### src/rtl/cafe_pkg.sv
// rtl/cafe_pkg.sv - shared FSM state encoding and drink codes for the cafe order scheduler
package cafe_pkg;

  // Brewer control FSM states, 3-bit encoding
  typedef enum logic [2:0] {
    ST_IDLE  = 3'd0,
    ST_ISSUE = 3'd1,
    ST_WAIT  = 3'd2,
    ST_DONE  = 3'd3,
    ST_ERR   = 3'd4
  } state_e;

  // Drink codes carried through the order queue to the brewing unit
  localparam logic [1:0] DRINK_ESPRESSO  = 2'b00;
  localparam logic [1:0] DRINK_AMERICANO = 2'b01;
  localparam logic [1:0] DRINK_LATTE     = 2'b10;
  localparam logic [1:0] DRINK_HOT_WATER = 2'b11;

  localparam int NUM_STATIONS = 4;

endpackage

### src/rtl/cafe_order_fifo.sv
// rtl/cafe_order_fifo.sv - order queue holding 2-bit drink codes, first in first out
module cafe_order_fifo #(
  parameter int QDEPTH = 4
) (
  input  logic       clk_i,
  input  logic       rst_i,
  input  logic       push_i,
  input  logic [1:0] push_data_i,
  input  logic       pop_i,
  output logic [1:0] pop_data_o,
  output logic [3:0] count_o
);

  // QDEPTH is a power of two, so the pointers wrap naturally
  localparam int PW = (QDEPTH > 1) ? $clog2(QDEPTH) : 1;

  logic [1:0]    mem_q [QDEPTH];
  logic [PW-1:0] wr_ptr_q;
  logic [PW-1:0] rd_ptr_q;
  logic [3:0]    count_q;

  // Pointer/count update with synchronous reset; storage is written on push
  always_ff @(posedge clk_i) begin
    if (rst_i) begin
      wr_ptr_q <= '0;
      rd_ptr_q <= '0;
      count_q  <= 4'd0;
    end else begin
      if (push_i) begin
        mem_q[wr_ptr_q] <= push_data_i;
        wr_ptr_q        <= wr_ptr_q + PW'(1);
      end
      if (pop_i) begin
        rd_ptr_q <= rd_ptr_q + PW'(1);
      end
      case ({push_i, pop_i})
        2'b10:   count_q <= count_q + 4'd1;
        2'b01:   count_q <= count_q - 4'd1;
        default: count_q <= count_q;
      endcase
    end
  end

  assign pop_data_o = mem_q[rd_ptr_q];
  assign count_o    = count_q;

endmodule

### src/rtl/cafe_order_sched.sv
// rtl/cafe_order_sched.sv - round-robin order intake, queueing and brewer sequencing with timeout
module cafe_order_sched
  import cafe_pkg::*;
#(
  parameter int TIMEOUT_CYC = 200,
  parameter int QDEPTH      = 4
) (
  input  logic       clk,
  input  logic       rst,
  input  logic [3:0] req,
  input  logic [7:0] sel,
  input  logic       brew_done,
  input  logic       err_clr,
  output logic [3:0] grant,
  output logic       brew_start,
  output logic [1:0] brew_type,
  output logic       busy,
  output logic [3:0] q_count,
  output logic       full,
  output logic       timeout_err
);

  localparam logic [7:0] TIMER_LAST = 8'(TIMEOUT_CYC - 1);
  localparam logic [3:0] Q_FULL     = 4'(QDEPTH);

  state_e     state_q, state_d;
  logic [7:0] timer_q, timer_d;
  logic [1:0] brew_type_q, brew_type_d;
  logic [1:0] last_grant_q, last_grant_d;
  logic [1:0] cand;
  logic       push, pop, can_push;
  logic [1:0] push_code, head_code;

  // The head is consumed in the single ISSUE cycle; a pop frees a slot for a same-cycle push
  assign pop      = (state_q == ST_ISSUE);
  assign full     = (q_count == Q_FULL);
  assign can_push = !full || pop;

  // Round-robin search starting one past the last granted station; at most one grant
  always_comb begin
    grant        = '0;
    push         = 1'b0;
    push_code    = DRINK_ESPRESSO;
    last_grant_d = last_grant_q;
    cand         = 2'd0;
    for (int k = 1; k <= NUM_STATIONS; k++) begin
      cand = last_grant_q + 2'(k);
      if (!push && !rst && can_push && req[cand]) begin
        push         = 1'b1;
        grant[cand]  = 1'b1;
        push_code    = sel[{cand, 1'b0} +: 2];
        last_grant_d = cand;
      end
    end
  end

  cafe_order_fifo #(
    .QDEPTH(QDEPTH)
  ) u_fifo (
    .clk_i       (clk),
    .rst_i       (rst),
    .push_i      (push),
    .push_data_i (push_code),
    .pop_i       (pop),
    .pop_data_o  (head_code),
    .count_o     (q_count)
  );

  // Brewer FSM next state; brew_done is only honoured in WAIT and beats a coincident timeout
  always_comb begin
    state_d     = state_q;
    timer_d     = timer_q;
    brew_type_d = brew_type_q;
    case (state_q)
      ST_IDLE: begin
        if (q_count != 4'd0) state_d = ST_ISSUE;
      end
      ST_ISSUE: begin
        brew_type_d = head_code;
        timer_d     = 8'd0;
        state_d     = ST_WAIT;
      end
      ST_WAIT: begin
        if (brew_done) begin
          state_d = ST_DONE;
        end else if (timer_q == TIMER_LAST) begin
          state_d = ST_ERR;
        end else begin
          timer_d = timer_q + 8'd1;
        end
      end
      ST_DONE: begin
        state_d = ST_IDLE;
      end
      ST_ERR: begin
        if (err_clr) state_d = ST_IDLE;
      end
      default: begin
        state_d = ST_IDLE;
      end
    endcase
  end

  // State, timer, current drink and arbitration pointer registers
  always_ff @(posedge clk) begin
    if (rst) begin
      state_q      <= ST_IDLE;
      timer_q      <= 8'd0;
      brew_type_q  <= DRINK_ESPRESSO;
      last_grant_q <= 2'd3;
    end else begin
      state_q      <= state_d;
      timer_q      <= timer_d;
      brew_type_q  <= brew_type_d;
      last_grant_q <= last_grant_d;
    end
  end

  // During ISSUE the register is not loaded yet, so show the queue head directly
  assign brew_start  = (state_q == ST_ISSUE);
  assign brew_type   = (state_q == ST_ISSUE) ? head_code : brew_type_q;
  assign busy        = (state_q == ST_ISSUE) || (state_q == ST_WAIT) || (state_q == ST_DONE);
  assign timeout_err = (state_q == ST_ERR);

endmodule

### config.mk
export PLATFORM = sky130hd
export DESIGN_NAME = cafe_order_sched
export DESIGN_NICKNAME = d
export VERILOG_FILES = /design/src/rtl/cafe_pkg.sv /design/src/rtl/cafe_order_fifo.sv /design/src/rtl/cafe_order_sched.sv
export SDC_FILE = /design/constraint.sdc
export NUM_CORES = 1
export LEC_CHECK = 0
export BUFFER_PORTS_ARGS = -buffer_cell sky130_fd_sc_hd__buf_4
export CORE_MARGIN = 2
export CORE_UTILIZATION = 65
export CTS_BUF_LIST = sky130_fd_sc_hd__clkbuf_4
export CTS_CLUSTER_DIAMETER = 200
export DETAILED_ROUTE_END_ITERATION = 10
export PLACE_DENSITY = 0.9
export SLEW_MARGIN = 30
export SYNTH_ARGS = -nofsm -noshare
export SYNTH_HDL_FRONTEND = slang
export SYNTH_SLANG_ARGS = --single-unit
### constraint.sdc
create_clock -name clk -period 8.3 [get_ports clk]
set_input_delay 1.66 -clock clk [delete_from_list [all_inputs] [get_ports clk]]
set_output_delay 1.66 -clock clk [all_outputs]
set_load 0.01 [all_outputs]
==> impl_metrics.yaml, run 1 <==
timing:
  fmax_mhz: 198
  rsz0062_at_grt: "false"
  setup_violations: 0
  finClkSkew_ps: 16.9
  worstMarginPinSlew_ps: 709
  slew_viol_final: 0
  relSlewSlack_pct: 52.3
  final.min_clock_period_ps: 5060
  fin_crit_sh_pct: 60.9
  hold_viol: 0
  fin_setup_tns_ps: 0
synth:
  synthCells: 231
  synth_top_cell_area_share_pct: 21.5
  syn-cell-area_um2: 2320
  synth_edf_count: 8
  synth-async-reset-ratio_pct: 0
  synth_seq_area_share_pct: 31.9
  synth_area_per_cell_um2: 10.1
  yosysUniqueCellTypes: 57
  yosysMostFrequentCell: "dfxtp_1"
  synthTopCellsByCount: "dfxtp_1, nand2_1, nor2_1, ha_1, a21oi_1"
  syn-num-nets: 262
  ys.flop_type: "dfxtp_1"
  yosys-top-cells-area: "dfxtp_1, mux4_2, edfxtp_1"
  yosys.area.top_type: "dfxtp_1"
  ys_warn_count: 0
  synth_seq_cells: 33
setup_path:
  critPathBufInv: 2
  worst_path_max_delay_cell: "dfxtp_1"
  reg2reg_depth: 7
  cp-endpoint: "grant[1]"
  path_cells: "inv_1 > ha_1 > mux4_2 > a211oi_1 > and2_1 > a222oi_1 > nand2_1 > buf_4"
  critical_path_class: "flip-flop to output port"
  r2r_end: "u_fifo.mem_q[0][0]$_DFFE_PP_"
  crit_path_max_fanout: 14
  cp.required_ps: 6640
  cp_top_family: "flip-flops"
  slowest_delay_ps: 720
  path_depth: 8
  critPathCaptureType: "output port"
  r2r_start: "last_grant_q[1]$_SDFFE_PP1P_"
  worstSetupStartpoint: "last_grant_q[1]$_SDFFE_PP1P_"
  r2r_slack_ps: 5100
  arrival_ps: 3400
  start_kind: "flip-flop"
finish:
  final_util_pct: 76.1
  num_antenna_cells: 0
  fillers: 234
  final_nets: 283
  drive_gt1_share_pct: 24.9
  area_growth_pct: 11.0
place:
  dp.final_hpwl_um: 3260
  io_buffers: 29
  gp_congestion: 0.832
route:
  viasPerCell: 6.19
  route.vias.total: 1850
  drcViolationCount: 0
  drt_iter0_markers: 105
  dr.pass1.iters: 5
  wirelength_um: 4560
  wl_per_cell_um: 15.3
  ant_nets: 0
floorplanning:
  rows: 21
  core_um2: 3390
  dieWidth_um: 63.8
  io_pins: 30
  dieArea_um2: 4070
  die_height_um: 63.8
  initial_core_util_pct: 68.6
power_and_ir_drop:
  power_mw: 0.803
  power.density_nw_per_um2: 311
  vdd_drop_max_mv: 0.189
  leakage_nw: 1.06
clock_network:
  cts_tree: "yes"
  clock-sinks: 33
  cts_inserted_buffers: 5
  h-tree-depth: 2
  post_cts_resized: 0
  cts_root_buf: "clkbuf_4"
  clockBufferDepth: 2
  clk_latency_ps: 340
  hold_buffers: 0
  post_cts_buffers: 0
  path_clk_slew_ps: 100
grt:
  grt_pass1_wl_um: 7650
  antenna_found_initial: 0
  grt_overflow: 0
  use_met3_pct: 5.11
  use_met1_pct: 31.3
  grt_pass1_vias: 1679
  grt_use_total_pct: 23.9
  grt_max_degree: 28
  grt_busiest_layer: "met2"
  use_met2_pct: 39.1
hold_path:
  hold_path.class: "flip-flop to flip-flop"
  min_from: "brew_type_q[1]$_SDFF_PP0_"
flow_run:
  drv_cap: 0
outcome:
  status: "finished clean"
[metrics by stage]
stage               cells  hold WS [ps]  instance area (µm²)  setup WS, ps
floorplan             231           444                 2320          3610
global placement      291           450                 2500          3490
detailed placement    291           474                 2500          3450
CTS                   299           489                 2580          3240
global route          299           523                 2580          2930
finish                299           482                 2580          3240
[where the power goes]
group          switching, mW  total (mW)  internal (mW)
logic                  0.218       0.429          0.211
clock network         0.0545       0.120         0.0660
registers             0.0440       0.253          0.209
total                  0.316       0.803          0.487
[area by class of cell]
type	instances	area, µm²	share of cell area, %
multi-input cells	172	1440	55.8
flip-flops and latches	33	741	28.7
repair buffers	30	225	8.73
well taps	46	57.6	2.23
clock buffers	6	45.0	1.75
inverters	10	38.8	1.50
clock inverters	2	33.8	1.31
[metal layers]
layer | vias to the layer above | share of wire, % | wire length, µm
li1 | 909 | - | -
met1 | 894 | 45 | 2050
met2 | 42 | 50 | 2280
met3 | 5 | 3.8 | 173
met4 | 0 | 1.2 | 57
met5 | - | 0 | 0
[worst min path at each step]
stage	end	slack, ps	depth (start not counted)
after floorplan	brew_type_q[0]$_SDFF_PP0_	440	2
after global placement	brew_type_q[1]$_SDFF_PP0_	450	2
after detailed placement	brew_type_q[1]$_SDFF_PP0_	470	2
after CTS	brew_type_q[1]$_SDFF_PP0_	490	2
after global routing	brew_type_q[0]$_SDFF_PP0_	520	2
final	brew_type_q[1]$_SDFF_PP0_	480	2
[tightest hold or removal path, cell delays in order (launching register included)]
cell	delay [ps]
dfxtp_1	320
nand2_1	60
a21oi_1	60
[flip-flops by register name, summed over array words and instances, names as in the netlist, named ones only]
| register | cells |
|---|---|
| brew_type_q | 2 |
| u_fifo.rd_ptr_q | 2 |
| timer_q | 8 |
| u_fifo.count_o | 4 |
| u_fifo.mem_q | 8 |
| state_q | 3 |
| u_fifo.wr_ptr_q | 2 |
| last_grant_q | 2 |
[placed cells by master (no fill, tap or decap), types with 2 or more instances in the layout]
| cell type | n |
|---|---|
| mux2i_1 | 5 |
| a21oi_1 | 14 |
| o21ai_0 | 4 |
| nand3_1 | 3 |
| nand2_1 | 21 |
| or3b_1 | 2 |
| nand3b_1 | 5 |
| xnor2_1 | 4 |
| nor3_1 | 7 |
| and3_1 | 6 |
| or3b_2 | 2 |
| dfxtp_1 | 25 |
| a22oi_1 | 5 |
| mux4_2 | 13 |
| ha_1 | 15 |
| buf_4 | 30 |
| a32oi_1 | 2 |
| a222oi_1 | 4 |
| edfxtp_1 | 8 |
| inv_1 | 8 |
| and2_1 | 3 |
| nor4b_1 | 2 |
| nor3b_1 | 2 |
| a31oi_1 | 2 |
| a211oi_1 | 2 |
| xor2_1 | 5 |
| nor2b_1 | 3 |
| o211ai_1 | 2 |
| clkbuf_4 | 6 |
| nor2_1 | 16 |
[kinds of logic (layout without fill, tap and decap cells)]
logic type,Yosys count,after routing,share of synthesized area (%)
flops,33,33,31.9
xor+xnor,9,9,3.39
mux,18,18,14.7
simple gates,84,84,20.9
compound gates,46,46,14.8
buf+inv,26,48,6.24
fa+ha+maj,15,15,8.07
Note: power is estimated with default switching activity, not from simulation.
==> run 2, diff against run 1 <==
--- a/config.mk
+++ b/config.mk
@@ -5,13 +5,14 @@
 export SDC_FILE = /design/constraint.sdc
 export NUM_CORES = 1
 export LEC_CHECK = 0
+export ABC_AREA = 1
 export BUFFER_PORTS_ARGS = -buffer_cell sky130_fd_sc_hd__buf_4
 export CORE_MARGIN = 2
-export CORE_UTILIZATION = 65
+export CORE_UTILIZATION = 54
 export CTS_BUF_LIST = sky130_fd_sc_hd__clkbuf_4
 export CTS_CLUSTER_DIAMETER = 200
 export DETAILED_ROUTE_END_ITERATION = 10
-export PLACE_DENSITY = 0.9
+export PLACE_DENSITY = 0.8
 export SLEW_MARGIN = 30
 export SYNTH_ARGS = -nofsm -noshare
 export SYNTH_HDL_FRONTEND = slang
==> constraint.sdc (replaced) <==
create_clock -name clk -period 4.2 [get_ports clk]
set_input_delay 0.84 -clock clk [delete_from_list [all_inputs] [get_ports clk]]
set_output_delay 0.84 -clock clk [all_outputs]
set_load 0.01 [all_outputs]
==> impl_metrics.yaml, run 2 <==
route:
  route.vias.total: 2052
  wl_per_cell_um: 11.4
  ant_nets: 0
  drt_iter0_markers: 76
  viasPerCell: 5.19
  top_layer: "met4"
  dr.pass1.iters: 4
  wirelength_um: 4520
  route.met3.wl_um: 204
  wl_met1_um: 2150
  routed-wl-met2_um: 2120
  drcViolationCount: 0
setup_path:
  r2r_start: "last_grant_q[0]$_SDFFE_PP1P_"
  reg2reg_depth: 17
  critPathCaptureType: "output port"
  arrival_ps: 3010
  critPathBufInv: 4
  r2r_end: "u_fifo.count_o[3]$_SDFFE_PP0P_"
  cp.required_ps: 3360
  crit_path_max_fanout: 18
  worst_path_max_delay_cell: "dfxtp_1"
  slowest_delay_ps: 700
  critical_path_class: "flip-flop to output port"
  crit_top_cell: "inv_2"
  path_cells: "inv_2 > ha_1 > inv_2 > nand3_2 > nand2_2 > nand3_4 > nor2_4 > inv_1 > o22ai_1 > a21oi_1 > o21ai_0 > buf_4"
  start_kind: "flip-flop"
  cp_top_family: "buffers and inverters"
  worstSetupStartpoint: "last_grant_q[0]$_SDFFE_PP1P_"
  r2r_slack_ps: 820
floorplanning:
  die_height_um: 68.9
  initial_core_util_pct: 56.5
  dieWidth_um: 68.9
  dieArea_um2: 4750
  core_um2: 4030
  io_pins: 30
  rows: 23
power_and_ir_drop:
  vdd_drop_max_mv: 0.401
  power_mw: 1.68
  power.density_nw_per_um2: 645
  leakage_nw: 1.19
synth:
  yosys-top-cells-area: "dfxtp_1, edfxtp_1, nand2_1"
  yosys.area.top_type: "dfxtp_1"
  synth_edf_count: 8
  ys_warn_count: 0
  synthCells: 313
  synth_area_per_cell_um2: 7.28
  synth_seq_cells: 33
  synthTopCellsByCount: "nand2_1, nor2_1, inv_1, o21ai_0, dfxtp_1"
  synth-async-reset-ratio_pct: 0
  synth_top_cell_area_share_pct: 22.0
  synth_seq_area_share_pct: 32.5
  syn-num-nets: 344
  syn-cell-area_um2: 2280
  yosysMostFrequentCell: "nand2_1"
  ys.flop_type: "dfxtp_1"
  yosysUniqueCellTypes: 35
grt:
  grt_pass1_vias: 1812
  grt_overflow: 0
  grt_max_degree: 19
  grt_use_total_pct: 21.1
  grt_pass1_wl_um: 7620
  antenna_found_initial: 0
clock_network:
  path_clk_slew_ps: 100
  hold_buffers: 0
  clockBufferDepth: 2
  clk_latency_ps: 320
  post_cts_resized: 0
  cts_tree: "yes"
  h-tree-depth: 2
  cts_inserted_buffers: 5
  clock-sinks: 33
  cts_root_buf: "clkbuf_4"
  post_cts_buffers: 0
place:
  gp_congestion: 0.900
  io_buffers: 29
  pre_cts_ws_ps: 749
  dp.final_hpwl_um: 3550
outcome:
  status: "finished clean"
timing:
  worstMarginPinSlew_ps: 569
  fmax_mhz: 260
  finClkSkew_ps: 8.38
  slew_viol_final: 0
  setup_violations: 0
  relSlewSlack_pct: 62.0
  hold_viol: 0
  worst_slack_ps: 349
  fin_crit_sh_pct: 91.7
  final.min_clock_period_ps: 3850
  fin_setup_tns_ps: 0
  rsz0062_at_grt: "false"
finish:
  fillers: 368
  area_growth_pct: 14.5
  num_antenna_cells: 0
  drive_gt1_share_pct: 19.7
  mostFrequentLayoutCell: "nand2_1"
  final_util_pct: 64.7
  final_nets: 375
  final_cell_mix: "nand2_1, nor2_1, inv_1"
flow_run:
  drv_cap: 0
hold_path:
  hold_path.class: "flip-flop to flip-flop"
  min_from: "brew_type_q[1]$_SDFF_PP0_"
  holdPathEnd: "brew_type_q[1]$_SDFF_PP0_"
  whs_path_depth: 2
[run 2: cell count changes in the layout (fill, tap and decap cells not counted), sizes merged, moves of 4 or more]
cell	previous run	this run
nand2	22	68
nor2	16	51
inv	9	43
o21ai	5	30
nand3	3	19
mux4	13	0
and3	7	0
nand4	1	7
a22oi	5	0
nand3b	5	0
a222oi	4	0
nor4b	4	0
or3b	4	0
[run 2: layout make-up]
type                       instances  area [µm²]  area share, %
multi-input combinational        230        1330           51.2
sequential                        33         741           28.4
timing repair buffer              30         225           8.64
inverter                          44         165           6.34
tap                               50        62.6           2.40
clock buffer                       6        45.0           1.73
clock inverter                     2        33.8           1.30
[run 2: worst min-delay path: stages, from the launching register on]
cell and delay [ps]:
dfxtp_1 310, nand2_1 70, a21oi_1 60
[run 2: how the worst max path moves through the flow]
| stage | slack [ps] | end | cells past startpoint |
|---|---|---|---|
| final | 350 | grant[1] | 12 |
| after global routing | 30 | grant[2] | 12 |
| after CTS | 370 | grant[1] | 12 |
| after detailed placement | 750 | grant[1] | 12 |
| after global placement | 840 | grant[1] | 12 |
| after floorplan | 1130 | grant[1] | 13 |
[run 2: per-layer routing]
metal | up-vias | track usage (%)
met5 | - | 0
met4 | 0 | 5.88
met3 | 7 | 4.22
met2 | 44 | 36.7
met1 | 913 | 26.5
li1 | 1088 | -
[run 2: metrics by stage]
step | instance area (µm²) | hold WS (ps) | instances
floorplan | 2280 | 453 | 313
global placement | 2530 | 463 | 387
detailed placement | 2530 | 473 | 387
CTS | 2610 | 490 | 395
global route | 2610 | 521 | 395
finish | 2610 | 489 | 395
[run 2: cells by family after synthesis]
group,count (synthesis),share of synthesized area [%]
adder cells (fa/ha/maj),15,8.24
AND/OR/NAND/NOR,152,33.6
multiplexers,2,0.879
buffers and inverters,50,8.90
XOR/XNOR,5,1.92
flip-flops,33,32.5
AO/OA/AOI/OAI,56,13.9
[run 2: report_power, final]
| part | internal, mW | total, mW | switching [mW] |
|---|---|---|---|
| logic | 0.343 | 0.930 | 0.587 |
| registers | 0.434 | 0.517 | 0.0830 |
| clock network | 0.130 | 0.234 | 0.104 |
==> run 3, diff against run 2 <==
--- a/config.mk
+++ b/config.mk
@@ -8,12 +8,13 @@
 export ABC_AREA = 1
 export BUFFER_PORTS_ARGS = -buffer_cell sky130_fd_sc_hd__buf_4
 export CORE_MARGIN = 2
-export CORE_UTILIZATION = 54
+export CORE_UTILIZATION = 55
 export CTS_BUF_LIST = sky130_fd_sc_hd__clkbuf_4
 export CTS_CLUSTER_DIAMETER = 200
 export DETAILED_ROUTE_END_ITERATION = 10
-export PLACE_DENSITY = 0.8
+export PLACE_DENSITY = 0.81
 export SLEW_MARGIN = 30
 export SYNTH_ARGS = -nofsm -noshare
 export SYNTH_HDL_FRONTEND = slang
+export SYNTH_HIERARCHICAL = 1
 export SYNTH_SLANG_ARGS = --single-unit
==> impl_metrics.yaml, run 3 <==
grt:
  grt_pass1_vias: 1949
  grt_pass1_wl_um: 8210
  grt_overflow: 0
  grt_use_total_pct: 19.6
  antenna_found_initial: 0
  grt_max_degree: 23
timing:
  final.min_clock_period_ps: 3260
  relSlewSlack_pct: 70.6
  finClkSkew_ps: 17.5
  fin_setup_tns_ps: 0
  hold_viol: 0
  setup_violations: 0
  fmax_mhz: 306
  slew_viol_final: 0
  fin_crit_sh_pct: 77.7
  worstMarginPinSlew_ps: 440
  rsz0062_at_grt: "false"
route:
  wirelength_um: 4640
  drt_iter0_markers: 90
  route.vias.total: 2182
  viasPerCell: 5.03
  wl_per_cell_um: 10.7
  dr.pass1.iters: 5
  drcViolationCount: 0
  ant_nets: 0
floorplanning:
  rows: 24
  initial_core_util_pct: 57.4
  die_height_um: 71.4
  core_um2: 4350
  io_pins: 30
  dieWidth_um: 71.4
  dieArea_um2: 5100
setup_path:
  critical_path_class: "flip-flop to output port"
  arrival_ps: 2420
  r2r_end: "u_fifo/count_o[2]$_SDFFE_PP0P_"
  critPathCaptureType: "output port"
  r2r_slack_ps: 1110
  reg2reg_depth: 17
  cp.required_ps: 3360
  crit_path_max_fanout: 12
  start_kind: "flip-flop"
  r2r_start: "last_grant_q[1]$_SDFFE_PP1P_"
place:
  dp.final_hpwl_um: 3640
  io_buffers: 29
  placed_area_um2: 2750
  gp_congestion: 0.854
synth:
  synth_top_cell_area_share_pct: 20.0
  synth-async-reset-ratio_pct: 0
  syn-cell-area_um2: 2500
  synth_seq_cells: 33
  synth_area_per_cell_um2: 7.17
  synthCells: 349
  synthTopCellsByCount: "nand2_1, nor2_1, inv_1, dfxtp_1, a21oi_1"
  ys_warn_count: 6
  syn-num-nets: 381
  yosys.area.top_type: "dfxtp_1"
  yosys-top-cells-area: "dfxtp_1, nand2_1, edfxtp_1"
  synth_edf_count: 8
  ys.flop_type: "dfxtp_1"
  yosysUniqueCellTypes: 39
  synth_seq_area_share_pct: 29.6
  yosysMostFrequentCell: "nand2_1"
finish:
  stdcell_area_um2: 2830
  drive_gt1_share_pct: 22.5
  num_antenna_cells: 0
  final_cell_mix: "nand2_1, nor2_1, inv_1"
  mostFrequentLayoutCell: "nand2_1"
  area_growth_pct: 13.1
  fillers: 394
  final_nets: 413
  final_util_pct: 64.9
hold_path:
  holdPathEnd: "timer_q[7]$_SDFFE_PP0P_"
  min_from: "timer_q[7]$_SDFFE_PP0P_"
  hold_path.class: "flip-flop to flip-flop"
  whs_path_depth: 2
power_and_ir_drop:
  vdd_drop_max_mv: 0.360
  p_clk_share_pct: 12.1
  seqPwrFrac_pct: 25.8
  power.density_nw_per_um2: 691
  p_sw_mw: 0.943
  comb_power_share_pct: 62.1
  leakage_nw: 1.32
  intPower_mw: 1.01
  switching_share_pct: 48.3
clock_network:
  post_cts_buffers: 0
  clock-sinks: 33
  cts_inserted_buffers: 5
  cts_tree: "yes"
  clockBufferDepth: 2
  post_cts_resized: 0
  path_clk_slew_ps: 110
  h-tree-depth: 2
  clk_latency_ps: 340
  cts_root_buf: "clkbuf_4"
  hold_buffers: 0
flow_run:
  drv_cap: 0
outcome:
  status: "finished clean"
run 3: changes by cell type after synthesis, moves of 4 or more:
| cell | delta |
|---|---|
| o21ai_0 | -14 |
| nand4_1 | -4 |
| inv_2 | +5 |
| o21ai_1 | +12 |
| nor2_1 | +4 |
| nand2_1 | +15 |
| inv_1 | +5 |
run 3: layer usage:
metal,vias to the layer above,track usage [%],wire [µm]
met1,955,27.5,2300
li1,1185,-,-
met5,-,0,0
met3,5,4.36,181
met2,37,30.5,2120
met4,0,5.66,39
run 3: worst max path at each step:
stage | slack (ps) | startpoint | to | cells past startpoint
after floorplan | 1400 | last_grant_q[1]$_SDFFE_PP1P_ | u_fifo/count_o[2]$_SDFFE_PP0P_ | 16
after global placement | 1230 | last_grant_q[1]$_SDFFE_PP1P_ | u_fifo/count_o[2]$_SDFFE_PP0P_ | 18
after detailed placement | 1110 | last_grant_q[1]$_SDFFE_PP1P_ | u_fifo/count_o[2]$_SDFFE_PP0P_ | 17
after CTS | 940 | last_grant_q[1]$_SDFFE_PP1P_ | grant[1] | 11
after global routing | 740 | last_grant_q[1]$_SDFFE_PP1P_ | grant[3] | 10
final | 940 | last_grant_q[1]$_SDFFE_PP1P_ | grant[1] | 11
run 3: power by group through the flow:
| stage | Sequential (mW) | Combinational (mW) | Clock [mW] |
|---|---|---|---|
| 2_1_floorplan | 0.506 | 0.951 | 0 |
| 3_3_place_gp | 0.509 | 1.18 | 0 |
| 3_5_place_dp | 0.513 | 1.21 | 0 |
| 4_1_cts | 0.506 | 1.21 | 0.245 |
| 5_1_grt | 0.519 | 1.37 | 0.257 |
| 6_report | 0.505 | 1.21 | 0.236 |
run 3: through the flow:
| stage | std cells | setup slack [ps] | power (mW) | hold WS, ps |
|---|---|---|---|---|
| global placement | 426 | 1230 | 1.69 | 492 |
| detailed placement | 426 | 1110 | 1.72 | 493 |
| CTS | 434 | 942 | 1.96 | 508 |
| global route | 434 | 739 | 2.14 | 530 |
| floorplan | 349 | 1400 | 1.46 | 473 |
| finish | 434 | 935 | 1.95 | 506 |
run 3: cell type report:
cell class	instances	area (µm²)	share of cell area, %
multi-input combinational	253	1480	52.4
sequential	33	741	26.2
inverter	58	235	8.32
timing repair buffer	30	225	7.96
tap	52	65.1	2.30
clock buffer	6	45.0	1.59
clock inverter	2	33.8	1.19
run 3: logic make-up after synthesis:
logic type,synth area share [%]
AO/OA/AOI/OAI,13.2
flip-flops,29.6
XOR/XNOR,2.10
buffers and inverters,11.1
adder cells (fa/ha/maj),8.00
AND/OR/NAND/NOR,35.2
multiplexers,0.800
run 3: critical path, stage by stage (launching register included):
cell and delay, ps:
dfxtp_1 600, inv_4 140, ha_1 480, inv_4 100, nand3_4 120, nand2_8 90, nor2_4 180, nand2_1 90
o21ai_1 80, nor2_1 60, nand2_1 50, buf_4 110
